## src/rtl/rom_apb_bridge.sv

```systemverilog
// APB3 slave in front of the 2048x32 ROM macro: one wait state per access,
// registered macro strobes, write-protect and empty-write short responses.
module rom_apb_bridge #(
    parameter int unsigned ADDR_WIDTH = 13
) (
    input  logic                  clk,
    input  logic                  rstn,
    input  logic                  psel,
    input  logic                  penable,
    input  logic [31:0]           paddr,
    input  logic                  pwrite,
    input  logic [3:0]            pstrb,
    input  logic [31:0]           pwdata,
    output logic [31:0]           prdata,
    output logic                  pready,
    output logic                  pslverr,
    input  logic                  rom_wp,
    output logic                  mem_cs,
    output logic [ADDR_WIDTH-3:0] mem_a,
    output logic                  mem_we,
    output logic [3:0]            mem_byte,
    output logic [31:0]           mem_di,
    input  logic [31:0]           mem_do
);

    typedef enum logic [1:0] {
        IDLE = 2'd0,
        MEM  = 2'd1,
        RESP = 2'd2
    } state_t;

    state_t state;
    logic   err;
    logic   rd;

    // Only the word-address bits are decoded.
    logic unused_paddr;
    assign unused_paddr = ^{paddr[31:ADDR_WIDTH], paddr[1:0]};

    always_ff @(posedge clk or negedge rstn) begin
        if (!rstn) begin
            state    <= IDLE;
            err      <= 1'b0;
            rd       <= 1'b0;
            mem_cs   <= 1'b0;
            mem_a    <= '0;
            mem_we   <= 1'b0;
            mem_byte <= '0;
            mem_di   <= '0;
        end else begin
            // Strobes are single-cycle pulses; mem_a and mem_di hold.
            mem_cs   <= 1'b0;
            mem_we   <= 1'b0;
            mem_byte <= '0;
            case (state)
                IDLE: begin
                    if (psel && !penable) begin
                        rd <= !pwrite;
                        if (pwrite && rom_wp) begin
                            err   <= 1'b1;
                            state <= RESP;
                        end else if (pwrite && (pstrb == 4'b0000)) begin
                            err   <= 1'b0;
                            state <= RESP;
                        end else begin
                            err      <= 1'b0;
                            state    <= MEM;
                            mem_cs   <= 1'b1;
                            mem_a    <= paddr[ADDR_WIDTH-1:2];
                            mem_we   <= pwrite;
                            mem_byte <= pwrite ? pstrb : 4'b0000;
                            mem_di   <= pwdata;
                        end
                    end
                end
                MEM:     state <= psel ? RESP : IDLE;
                RESP:    state <= IDLE;
                default: state <= IDLE;
            endcase
        end
    end

    // Response gated by the live APB handshake so an aborted transfer never sees pready.
    assign pready  = (state == RESP) && psel && penable;
    assign pslverr = pready && err;
    assign prdata  = (pready && rd) ? mem_do : '0;

endmodule

```

## config.mk

```make
export PLATFORM = sky130hd
export DESIGN_NAME = rom_apb_bridge
export DESIGN_NICKNAME = d
export VERILOG_FILES = /design/src/rtl/rom_apb_bridge.sv
export SDC_FILE = /design/constraint.sdc
export NUM_CORES = 1
export LEC_CHECK = 0
export CORE_MARGIN = 5
export CORE_UTILIZATION = 30
export CTS_BUF_LIST = sky130_fd_sc_hd__clkbuf_8
export DETAILED_ROUTE_END_ITERATION = 10
export PLACE_DENSITY = 0.81
export REMOVE_ABC_BUFFERS = 1
export SLEW_MARGIN = 20
export SYNTH_ARGS = -nofsm -noshare
export SYNTH_HDL_FRONTEND = slang
export SYNTH_SLANG_ARGS = --single-unit
```

## constraint.sdc

```tcl
create_clock -name clk -period 5.9 [get_ports clk]
set_input_delay 1.77 -clock clk [delete_from_list [all_inputs] [get_ports clk]]
set_output_delay 1.77 -clock clk [all_outputs]
set_load 0.05 [all_outputs]
```

==> impl_results.md, run 1 <==
- Run status: complete, no violations
- Actual transition at the worst max-transition pin: 0.953 ns
- IO Port Bufs: 167
- Sequential share of the synthesized area: 59.2%
- Routed WL per cell: 15.4 microns
- Required arrival time at the worst endpoint: 4.13 ns
- Core Area: 7250 sq um
- Worst reg2reg startpoint: state[1]
- HPWL reported at the end of detailed placement: 5160 microns
- Critical Path AT: 3.34 ns
- Initial detailed-routing violation count: 35
- CTS tree: built
- Clock Skew: 0.0126 ns
- Clk buf depth: 2
- Clock latency of the later-clocked register in the worst-skew pair: 0.30 ns
- Vias in the first global route: 2,022
- EDFF count, synth: 0
- Post_cts resized: 0
- Post-Syn Instances: 162
- Top Ports: 189
- Number of CTS-inserted buffers: 5
- Most frequent standard cell in the layout excluding fill and tap cells: clkdlybuf4s50_1
- Largest net degree at the start of global routing: 54
- YS warnings: 0
- Final TNS setup: 0 ns
- Placement Rows: 31
- Flops & latches, synth: 53
- Commonest non-fill, non-tap cells in the layout: 132 x clkdlybuf4s50_1, 53 x dfrtp_1, 43 x mux2_2
- Leakage power of the design: 1.82 nW
- Global-route track usage on met1: 14.7%
- Vias after detailed routing: 1,932
- Library cells used by synthesis: 20
- Met3 usage in global routing: 5.65%
- Total power divided by cell area: 321 nW/um^2
- Highest Clock Rate: 196 MHz
- Initial core utilization: 30.9%
- H-tree depth: 2
- First-pass GRT wire length: 9720 microns
- Placed Cells: 419
- Critical Path Source: psel
- Global Route met2 Usage: 22.8%
- Share of cells above drive strength 1: 27.4%
- Hold Fails Final Rpt: 0
- Final antenna diode count: 0
- Max cap viols: 0
- Vertical die dimension: 96.5 microns
- Critical path start-end classification: input pin to primary output
- First-pass iteration count of the detailed router: 4
- Root buffer cell: clkbuf_8
- Number of hold buffers added after CTS: 0
- Worst max-slew margin expressed relative to the limit: 35.9%
- Die area: 9300 sq um
- Vias per std cell: 4.52
- Maximum fanout along the worst path: 24
- Area grow syn2layout: 78.1%
- Post-route antenna net violation count: 0
- Total Nets Final: 433
- Dominant register cell in the synthesized netlist: dfrtp_1
- Num Clock Sinks: 53
- Total congestion overflow after global routing: 0
- Number of pins with negative max-slew slack in the final report: 0
- Die Width: 96.5 microns
- Synth Area per Inst: 13.8 sq um
- Class of the most critical hold timing path: flop to flop
- Final weighted congestion in routability-driven placement: 0.704
- Cell area after synthesis: 2240 sq um
- Overall routing resource usage: 13.4%
- Clock period minus worst slack: 5.11 ns
- Gr busiest metal: met2
- Post-CTS Repair Setup Buffers: 0
- Total Wirelength: 6590 microns
- Fin crit share: 86.6%
- Share of synthesized flip-flops with an asynchronous set or reset: 100%
- Unrepaired setup endpoints after global routing: false
- Critical path endpoint category: primary output
- Source of the worst hold timing path: mem_di[16]
- DRC violation count after routing: 0
- Number of antenna violations at the first check in global routing: 0
- Final setup vio count: 0
- Peak ir drop on the vdd network: 0.190 mV
- Launching element type of the critical path: input pin
- Number of cells in the finished layout apart from fillers: 427
- Clock Pin Slew Worst Setup and Hold Paths: 0.10 ns
-- cells by family after synthesis --
group / count (synthesis) / synth area share [%]
mux: 44 / 22.1
flops: 53 / 59.2
compound gates: 5 / 1.90
buf+inv: 13 / 3.57
simple gates: 47 / 13.3
-- Yosys cell counts, drive strengths merged, types with 2 or more instances --
master,number,area [sq um]
clkbuf,7,26.3
and2,6,37.5
nor2b,2,12.5
buf,5,50.0
and4,2,17.5
and3,32,200
mux2,44,495
o21ai,2,10.0
dfrtp,53,1330
a211oi,2,27.5
-- per-stage QoR --
step | power, mW | utilization [%] | hold WS (ns) | cell area, sq um | setup WS, ns
after floorplan | 0.831 | - | 0.471 | 2170 | 0.944
after global placement | 1.06 | 53.7 | 0.467 | 3890 | 0.853
after detailed placement | 1.07 | 53.7 | 0.479 | 3890 | 0.794
after CTS | 1.30 | 55.0 | 0.499 | 3990 | 0.794
after global routing | 1.34 | 55.0 | 0.520 | 3990 | 0.665
final | 1.28 | 55.0 | 0.491 | 3990 | 0.789
-- worst paths after layout --
| path | endpoint | slack (ns) | cells past startpoint |
|---|---|---|---|
| setup / recovery | prdata[2] | 0.79 | 5 |
| hold / removal | mem_di[16] | 0.49 | 1 |
| hold reg to reg | mem_di[16] | 0.49 | 1 |
| setup reg to reg | mem_a[5] | 3.56 | 4 |
| max in group asynchronous | rd | 3.88 | 2 |
| min in group asynchronous | mem_di[5] | 1.58 | 2 |
-- state kept, by name, indices dropped and copies added (netlist names) --
| register | count |
|---|---|
| mem_cs | 1 |
| mem_byte | 4 |
| state | 2 |
| rd | 1 |
| err | 1 |
| mem_we | 1 |
| mem_di | 32 |
| mem_a | 11 |
-- per-layer routing --
metal | part of all wire, % | wire length (microns)
met5 | 0 | 0
met4 | 2.1 | 140
met3 | 11 | 721
met2 | 51 | 3390
met1 | 35 | 2340
-- worst max-delay path, cell delays in order --
cell and delay, ns:
clkdlybuf4s50_1 0.52, and4_1 0.38, buf_4 0.28, and3_1 0.19, buf_4 0.20
-- report_power, final --
part | leakage [nW] | switching, mW | total (mW) | internal [mW]
registers | 0.642 | 0.0440 | 0.482 | 0.438
logic | 1.13 | 0.348 | 0.579 | 0.231
clock network | 0.0478 | 0.122 | 0.219 | 0.0969
total | 1.82 | 0.515 | 1.28 | 0.766
-- final cells by class --
class / count / area, sq um
tap: 99 / 124
clock buffer: 6 / 82.6
timing repair buffer: 170 / 1600
inverter: 1 / 3.75
fill: 618 / 3260
multi-input combinational: 96 / 836
sequential: 53 / 1330
clock inverter: 2 / 16.3
No activity file was read; power rests on OpenSTA's default activity.
==> inputs of run 2 (changes only) <==
==> constraint.sdc (replaced) <==
create_clock -name clk -period 5 [get_ports clk]
set_input_delay 1.5 -clock clk [delete_from_list [all_inputs] [get_ports clk]]
set_output_delay 1.5 -clock clk [all_outputs]
set_load 0.05 [all_outputs]
==> impl_results.md, run 2 (synthesis gave the netlist of run 1 again) <==
- Unrepaired setup endpoints after global routing: false
- Actual transition at the worst max-transition pin: 0.762 ns
- First-pass GRT wire length: 10,700 microns
- First-pass iteration count of the detailed router: 4
- Die area: 9300 sq um
- Initial core utilization: 30.9%
- Class of the most critical hold timing path: flop to flop
- Final antenna diode count: 0
- Number of pins with negative max-slew slack in the final report: 0
- Highest Clock Rate: 224 MHz
- Required arrival time at the worst endpoint: 3.50 ns
- Post_cts resized: 0
- Final TNS setup: 0 ns
- CTS tree: built
- Worst flop-to-flop path endpoint: mem_di[21]
- Initial detailed-routing violation count: 63
- Num Clock Sinks: 53
- Clock latency of the later-clocked register in the worst-skew pair: 0.29 ns
- End of the worst hold path: err
- Clock period minus worst slack: 4.46 ns
- Critical Path AT: 2.96 ns
- Vias after detailed routing: 1,945
- Leakage power of the design: 1.92 nW
- Top Ports: 189
- Setup slack of the most critical reg-to-reg path: 2.80 ns
- Critical path endpoint category: primary output
- IO Port Bufs: 167
- Number of antenna violations at the first check in global routing: 0
- Total Nets Final: 434
- Maximum fanout along the worst path: 34
- Final weighted congestion in routability-driven placement: 0.704
- Core Area: 7250 sq um
- Root buffer cell: clkbuf_8
- Number of flip-flops in the largest register: 32
- H-tree depth: 2
- Peak ir drop on the vdd network: 0.234 mV
- Total Wirelength: 6990 microns
- Fin crit share: 89.1%
- Total congestion overflow after global routing: 0
- Vias per std cell: 4.54
- Commonest non-fill, non-tap cells in the layout: 132 x clkdlybuf4s50_1, 53 x dfrtp_1, 43 x mux2_2
- Worst Hold Path Cells: 1
- Worst reg2reg startpoint: state[1]
- Source of the worst hold timing path: err
- Vertical die dimension: 96.5 microns
- Clock Skew: 0.00938 ns
- Total Power Consumption: 1.51 mW
- Overall routing resource usage: 14.7%
- Launching element type of the critical path: input pin
- Routed WL per cell: 16.3 microns
- Share of cells above drive strength 1: 28.0%
- Hold Fails Final Rpt: 0
- Clock Pin Slew Worst Setup and Hold Paths: 0.09 ns
- Number of CTS-inserted buffers: 5
- Die Width: 96.5 microns
- DRC violation count after routing: 0
- Post-route antenna net violation count: 0
- Run status: complete, no violations
- Placement Rows: 31
- HPWL reported at the end of detailed placement: 5630 microns
- Largest net degree at the start of global routing: 54
- Biggest registers after layout: mem_di x32, mem_a x11, mem_byte x4
- Clk buf depth: 2
- Area grow syn2layout: 97.8%
- Worst-case reg-to-reg path depth: 4
- Post-CTS Repair Setup Buffers: 0
- Critical path start-end classification: input pin to primary output
- Max cap viols: 0
- Worst max-slew margin expressed relative to the limit: 49.2%
- Total power divided by cell area: 341 nW/um^2
- Number of hold buffers added after CTS: 0
- Final setup vio count: 0
- Vias in the first global route: 2,129
- Register with the most flip-flops: mem_di
- Most frequent standard cell in the layout excluding fill and tap cells: clkdlybuf4s50_1
run 2: how the worst max path moves through the flow:
stage	startpoint	endpoint
6_report	psel	prdata[30]
4_1_cts	psel	prdata[30]
3_5_place_dp	psel	prdata[30]
3_3_place_gp	psel	prdata[27]
2_1_floorplan	penable	prdata[0]
5_1_grt	psel	prdata[30]
run 2: stage by stage:
stage	util (%)	cells	hold slack [ns]	area, sq um	setup slack [ns]
finish	61.1	428	0.507	4430	0.544
global route	61.1	428	0.534	4430	0.485
CTS	61.0	428	0.512	4430	0.559
detailed placement	59.7	420	0.490	4330	0.559
global placement	59.7	420	0.467	4330	0.637
floorplan	-	150	0.471	2170	0.584
run 2: area by class of cell:
type                    count  area (sq um)
repair buffers            171          2040
flip-flops and latches     53          1330
fillers                   606          2820
well taps                  99           124
clock buffers               7          96.3
inverters                   1          3.75
clock inverters             1          5.00
multi-input cells          96           842
run 2: critical path: stages:
cell	delay, ns
clkdlybuf4s50_1	0.51
and4_1	0.21
buf_4	0.29
and3_1	0.28
buf_12	0.16
run 2: power breakdown:
| group | leakage, nW | switching, mW | internal (mW) |
|---|---|---|---|
| logic | 1.22 | 0.413 | 0.277 |
| clock network | 0.0542 | 0.129 | 0.125 |
| registers | 0.642 | 0.0529 | 0.517 |
run 2: metal layers:
metal	GRT usage [%]	wire length, microns	vias to the layer above
li1	-	-	901
met1	16.6	2370	946
met2	25.4	3710	85
met3	6.27	777	13
met4	4.09	134	0
met5	0	0	-
